## src/rtl/tcpc_prl_pkg.sv

```systemverilog
// Shared types and constants for the TCPC protocol-layer transmit path.
package tcpc_prl_pkg;

   localparam int MSGID_W = 3;

   localparam logic PHY_SEL_MSG  = 1'b0;
   localparam logic PHY_SEL_GCRC = 1'b1;

   typedef enum logic [2:0] {
      IDLE     = 3'd0,
      GCRC_TX  = 3'd1,
      MSG_TX   = 3'd2,
      WAIT_CRC = 3'd3,
      RETRY    = 3'd4
   } prl_tx_state_e;

endpackage

```

## src/rtl/crc_receive_timer.sv

```systemverilog
// CRCReceiveTimer: loadable down-counter with a one-cycle expiry pulse.
module crc_receive_timer #(
   parameter int CRC_TIMEOUT = 1000
) (
   input  logic clk,
   input  logic reset,
   input  logic load_i,
   input  logic clear_i,
   output logic expired_o
);

   localparam int W = $clog2(CRC_TIMEOUT + 1);
   localparam logic [W-1:0] LOAD_V = W'(CRC_TIMEOUT);

   logic [W-1:0] cnt_q, cnt_d;

   always_comb begin
      cnt_d = cnt_q;
      if (load_i)
         cnt_d = LOAD_V;
      else if (clear_i)
         cnt_d = '0;
      else if (cnt_q != '0)
         cnt_d = cnt_q - W'(1);
   end

   always_ff @(posedge clk or posedge reset) begin
      if (reset)
         cnt_q <= '0;
      else
         cnt_q <= cnt_d;
   end

   // Count of 1 is the cycle CRC_TIMEOUT cycles after the load cycle.
   assign expired_o = (cnt_q == W'(1));

endmodule

```

## src/rtl/prl_tx_arbiter.sv

```systemverilog
// PHY transmit arbiter: GoodCRC vs. message, retries and MessageID counter.
// Optional soft-reset MessageID clear enabled by TCPC_MSGID_CLEAR_EN.
module prl_tx_arbiter
   import tcpc_prl_pkg::*;
#(
   parameter int CRC_TIMEOUT = 1000,
   parameter int MAX_RETRY   = 3
) (
   input  logic               clk,
   input  logic               reset,
   input  logic               goodcrc_req,
   output logic               goodcrc_complete,
   output logic               goodcrc_discarded,
   input  logic               msg_req,
   input  logic [1:0]         msg_retries,
   output logic               msg_success,
   output logic               msg_failed,
   output logic               msg_discarded,
   input  logic               rx_goodcrc_valid,
   input  logic [MSGID_W-1:0] rx_goodcrc_id,
   output logic               unexpected_goodcrc,
   input  logic               phy_bus_idle,
   input  logic               phy_tx_done,
`ifdef TCPC_MSGID_CLEAR_EN
   input  logic               msgid_clear,
`endif
   output logic               phy_tx_start,
   output logic               phy_tx_sel,
   output logic [MSGID_W-1:0] phy_tx_id
);

   localparam logic [1:0] MAX_R = (MAX_RETRY > 3) ? 2'd3 : 2'(MAX_RETRY);

   prl_tx_state_e      state_q, state_d;
   logic [MSGID_W-1:0] msgid_q, msgid_d;
   logic [1:0]         retry_q, retry_d;
   logic               start_q, start_d;
   logic               sel_q, sel_d;
   logic [MSGID_W-1:0] id_q, id_d;
   logic               gc_cmp_q, gc_cmp_d;
   logic               gc_dis_q, gc_dis_d;
   logic               succ_q, succ_d;
   logic               fail_q, fail_d;
   logic               disc_q, disc_d;
   logic               unexp_q, unexp_d;
   logic               serve;
   logic               tmr_load;
   logic               tmr_clear;
   logic               expired;
   logic [1:0]         lim;

   assign lim = (msg_retries < MAX_R) ? msg_retries : MAX_R;

   always_comb begin
      state_d  = state_q;
      msgid_d  = msgid_q;
      retry_d  = retry_q;
      start_d  = 1'b0;
      sel_d    = sel_q;
      id_d     = id_q;
      gc_cmp_d = 1'b0;
      gc_dis_d = 1'b0;
      succ_d   = 1'b0;
      fail_d   = 1'b0;
      disc_d   = 1'b0;
      unexp_d  = 1'b0;
      serve    = 1'b0;
      tmr_load = 1'b0;
      if (rx_goodcrc_valid && state_q != WAIT_CRC)
         unexp_d = 1'b1;
      unique case (state_q)
         IDLE: begin
            if (goodcrc_req) begin
               serve = 1'b1;
            end else if (msg_req) begin
               if (phy_bus_idle) begin
                  start_d = 1'b1;
                  sel_d   = PHY_SEL_MSG;
                  id_d    = msgid_q;
                  retry_d = 2'd0;
                  state_d = MSG_TX;
               end else begin
                  disc_d = 1'b1;
               end
            end
         end
         GCRC_TX: begin
            gc_dis_d = goodcrc_req;
            if (phy_tx_done) begin
               gc_cmp_d = 1'b1;
               state_d  = IDLE;
            end
         end
         MSG_TX: begin
            gc_dis_d = goodcrc_req;
            if (phy_tx_done) begin
               tmr_load = 1'b1;
               state_d  = WAIT_CRC;
            end
         end
         WAIT_CRC: begin
            if (goodcrc_req) begin
               disc_d  = 1'b1;
               unexp_d = rx_goodcrc_valid;
               serve   = 1'b1;
            end else if (rx_goodcrc_valid && rx_goodcrc_id == msgid_q) begin
               succ_d  = 1'b1;
               msgid_d = msgid_q + 3'd1;
               state_d = IDLE;
            end else begin
               unexp_d = rx_goodcrc_valid;
               if (expired) begin
                  if (retry_q < lim) begin
                     retry_d = retry_q + 2'd1;
                     state_d = RETRY;
                  end else begin
                     fail_d  = 1'b1;
                     msgid_d = msgid_q + 3'd1;
                     state_d = IDLE;
                  end
               end
            end
         end
         RETRY: begin
            if (goodcrc_req) begin
               disc_d = 1'b1;
               serve  = 1'b1;
            end else if (phy_bus_idle) begin
               start_d = 1'b1;
               sel_d   = PHY_SEL_MSG;
               id_d    = msgid_q;
               state_d = MSG_TX;
            end
         end
         default: state_d = IDLE;
      endcase
      // A GoodCRC request taken from IDLE, WAIT_CRC or RETRY.
      if (serve) begin
         state_d = IDLE;
         if (phy_bus_idle) begin
            start_d = 1'b1;
            sel_d   = PHY_SEL_GCRC;
            state_d = GCRC_TX;
         end else begin
            gc_dis_d = 1'b1;
         end
      end
`ifdef TCPC_MSGID_CLEAR_EN
      if (msgid_clear) begin
         msgid_d = '0;
         if (state_q == WAIT_CRC || state_q == RETRY) begin
            disc_d  = 1'b1;
            succ_d  = 1'b0;
            fail_d  = 1'b0;
            if (!serve)
               state_d = IDLE;
         end
      end
`endif
   end

   assign tmr_clear = (state_q == WAIT_CRC) && (state_d != WAIT_CRC);

   always_ff @(posedge clk or posedge reset) begin
      if (reset) begin
         state_q  <= IDLE;
         msgid_q  <= '0;
         retry_q  <= '0;
         start_q  <= 1'b0;
         sel_q    <= PHY_SEL_MSG;
         id_q     <= '0;
         gc_cmp_q <= 1'b0;
         gc_dis_q <= 1'b0;
         succ_q   <= 1'b0;
         fail_q   <= 1'b0;
         disc_q   <= 1'b0;
         unexp_q  <= 1'b0;
      end else begin
         state_q  <= state_d;
         msgid_q  <= msgid_d;
         retry_q  <= retry_d;
         start_q  <= start_d;
         sel_q    <= sel_d;
         id_q     <= id_d;
         gc_cmp_q <= gc_cmp_d;
         gc_dis_q <= gc_dis_d;
         succ_q   <= succ_d;
         fail_q   <= fail_d;
         disc_q   <= disc_d;
         unexp_q  <= unexp_d;
      end
   end

   crc_receive_timer #(
      .CRC_TIMEOUT (CRC_TIMEOUT)
   ) u_timer (
      .clk       (clk),
      .reset     (reset),
      .load_i    (tmr_load),
      .clear_i   (tmr_clear),
      .expired_o (expired)
   );

   assign phy_tx_start       = start_q;
   assign phy_tx_sel         = sel_q;
   assign phy_tx_id          = id_q;
   assign goodcrc_complete   = gc_cmp_q;
   assign goodcrc_discarded  = gc_dis_q;
   assign msg_success        = succ_q;
   assign msg_failed         = fail_q;
   assign msg_discarded      = disc_q;
   assign unexpected_goodcrc = unexp_q;

endmodule

```

## config.mk

```make
export PLATFORM = sky130hd
export DESIGN_NAME = prl_tx_arbiter
export DESIGN_NICKNAME = d
export VERILOG_FILES = /design/src/rtl/tcpc_prl_pkg.sv /design/src/rtl/crc_receive_timer.sv /design/src/rtl/prl_tx_arbiter.sv
export SDC_FILE = /design/constraint.sdc
export NUM_CORES = 1
export LEC_CHECK = 0
export ABC_AREA = 1
export CAP_MARGIN = 20
export CORE_MARGIN = 2
export CORE_UTILIZATION = 37
export CTS_CLUSTER_DIAMETER = 120
export DETAILED_ROUTE_END_ITERATION = 8
export GPL_ROUTABILITY_DRIVEN = 1
export PLACE_DENSITY = 0.65
export SLEW_MARGIN = 25
export SYNTH_ARGS = -nofsm -noshare
export SYNTH_HDL_FRONTEND = slang
export SYNTH_SLANG_ARGS = --single-unit
```

## constraint.sdc

```tcl
create_clock -name clk -period 3 [get_ports clk]
set_clock_uncertainty 0.05 [all_clocks]
set_input_delay 0.75 -clock clk [delete_from_list [all_inputs] [get_ports clk]]
set_output_delay 0.75 -clock clk [all_outputs]
set_load 0.05 [all_outputs]
```

==> results.cfg <==
[clock_network]
cts_buffers = 5
ctsResizeCount = 0
post_cts_buffers = 0
htreeDepth = 2
hold_buffers = 0
clk_pin_slew_ps = 50
cts_sinks = 29
clockRootBuffer = clkbuf_8
clockBufferDepth = 2
tritoncts = done
clkLatencyLatePin_ps = 270

[detailed_routing]
wire_per_inst_um = 10.86
route.vias.total = 1237
ant_nets = 0
drt-initial-drc-count = 39
routed_via_density = 4.565
drt-pass1-iter-count = 4
drc = 0
totalWireLength_um = 2944

[sta]
setup_viol = 0
worst_slew_pin_slew_ps = 497.8
rsz0062_at_grt = false
hold_viol_final = 0
fin_crit_sh_pct = 73.97
maxSlewViolCount = 0
setup_tns_ps = 0
relSlewSlack_pct = 66.71
fin_crit_ps = 2219
max_freq_mhz = 450.6

[power_and_ir_drop]
pwr-share-comb_pct = 48.8
switchingPower_uw = 807.6
power.density_nw_per_um2 = 921.1
leakagePower_nw = 0.9934
p_int_mw = 1.038
ir_drop_mv = 0.5466
swShare_pct = 43.77
power_mw = 1.845
power_frac_clock_pct = 16.0
seqPwrFrac_pct = 35.2

[synth]
seq_area_frac_synth_pct = 44.51
synth_common_cells = 41 x nand2_1, 29 x dfrtp_1, 29 x inv_1, 10 x nor2_1
netlist_area_um2 = 1630
yosys.area.top_type = dfrtp_1
synth_nets = 205
synth-seq-cells = 29
synthArstFlopShare_pct = 100.0
synth.most_common_cell = nand2_1
ys.flop_type = dfrtp_1
synthesis.instances = 188
syn_area_per_cell_um2 = 8.672
synth.distinct_cells = 33
synth_edf_count = 0
yosys_warnings = 0
synth_area_leaders = dfrtp_1 45%, nand2_1 9.4%, inv_1 6.7%, ha_1 3.8%, xor2_1 3.8%
synth_top_area_share_pct = 44.51

[run]
maxCapViolCount = 0

[place]
dpl_cell_area_um2 = 1923
gp_congestion = 0.8085
dp_hpwl_um = 2262
io_buffer_count = 22

[critical_path]
path_delay_family = buffers and inverters
crit_path_end_kind = output pin
slowest_delay_ps = 810
cpMaxStageDelayCell = clkdlybuf4s50_1
cp_cell_sequence = clkdlybuf4s50_1
crit_type = register to output pin
cp.buffers_inverters = 1
critPathRequiredTime_ps = 2200
cp_max_fo = 2
worstSetupStartpointType = register
cp.arrival_ps = 1420

[floorplanning]
num_rows = 24
die_area_um2 = 4953
coreArea_um2 = 4294
ios = 23
die_height_um = 70.38
start_util_pct = 37.97
die_w_um = 70.38

[grt]
grt-ovfl-total = 0
gr-usage-all-layers_pct = 12.75
antenna_found_initial = 0
grt_max_degree = 30
grt_pass1_wl_um = 5002
grt_pass1_vias = 1199

[finish]
fin_area_um2 = 2003
finalNetCount = 235
syn2layout_area_growth_pct = 22.87
antenna_cells = 0
fill_cells = 422
drive_above_1_share_pct = 16.44

[min_path]
min_path_type = register to register

[run_status]
status = finished, final reports clean
==> sequential cells by signal (all words and copies together), names as in the netlist <==
register / cells
goodcrc_complete: 1
goodcrc_discarded: 1
msg_discarded: 1
msg_failed: 1
msg_success: 1
msgid_q: 3
phy_tx_id: 3
phy_tx_sel: 1
phy_tx_start: 1
retry_q: 2
state_q: 3
u_timer.cnt_q: 10
unexpected_goodcrc: 1
==> layer usage <==
metal	up-vias	GRT usage, %	wire length [um]
li1	655	-	-
met1	558	15.66	1348
met2	22	21.28	1430
met3	2	4.473	156
met4	0	3.205	8
met5	-	0	0
==> final timing paths <==
kind	start	to	slack, ps	cells past startpoint
max in group asynchronous	reset	phy_tx_id[0]$_DFFE_PP0P_	1840	3
max reg2reg	u_timer.cnt_q[6]$_DFFE_PP0P_	retry_q[1]$_DFFE_PP0P_	1280	10
min in group asynchronous	reset	u_timer.cnt_q[3]$_DFFE_PP0P_	790	3
min reg2reg	phy_tx_sel$_DFF_PP0_	phy_tx_sel$_DFF_PP0_	430	2
min	phy_tx_sel$_DFF_PP0_	phy_tx_sel$_DFF_PP0_	430	2
max	phy_tx_sel$_DFF_PP0_	phy_tx_sel	780	1
==> per-stage QoR <==
| stage | worst slack (ps) | util [%] | std cells | hold WS (ps) |
|---|---|---|---|---|
| 3_5_place_dp | 522.9 | 44.78 | 263 | 428.2 |
| 6_report | 780.8 | 46.65 | 271 | 431.4 |
| 5_1_grt | 669.7 | 46.65 | 271 | 469.5 |
| 3_3_place_gp | 570.6 | 44.78 | 263 | 429.0 |
| 2_1_floorplan | 1133 | - | 188 | 452.0 |
| 4_1_cts | 764.8 | 46.65 | 271 | 441.4 |
==> power groups by stage <==
| stage | combinational (mW) | clock [mW] | sequential, mW |
|---|---|---|---|
| after global placement | 0.893 | 0 | 0.658 |
| after detailed placement | 0.903 | 0 | 0.660 |
| after floorplan | 0.549 | 0 | 0.794 |
| final | 0.900 | 0.295 | 0.650 |
| after CTS | 0.911 | 0.309 | 0.652 |
| after global routing | 1.01 | 0.325 | 0.670 |
==> placed cells by master, fill, tap and decap left out, types with 5 or more instances in the layout <==
cell,n
a21oi_1,5
clkbuf_8,5
clkdlybuf4s50_1,22
dfrtp_1,29
ha_1,5
inv_1,29
nand2_1,41
nand3_1,6
nor2_1,10
nor2_2,7
o21ai_0,7
xor2_1,7
==> final cells by class <==
type / instances / area [um^2] / share of cell area (%)
clock buffers: 8 / 80.08 / 3.998
multi-input cells: 125 / 777.0 / 38.79
repair buffers: 23 / 227.7 / 11.37
flip-flops and latches: 29 / 725.7 / 36.23
inverters: 34 / 127.6 / 6.371
well taps: 52 / 65.06 / 3.248
==> kinds of logic after synthesis <==
| family | after synthesis | synth area share, % |
|---|---|---|
| and+or+nand+nor | 86 | 27.09 |
| buffers and inverters | 34 | 7.827 |
| DFF | 29 | 44.51 |
| AOI/OAI and AO/OA | 23 | 10.67 |
| xor gates and xnor gates | 10 | 5.373 |
| adders and majority gates | 5 | 3.837 |
| muxes | 1 | 0.6907 |
Note: power is estimated with default switching activity, not from simulation.
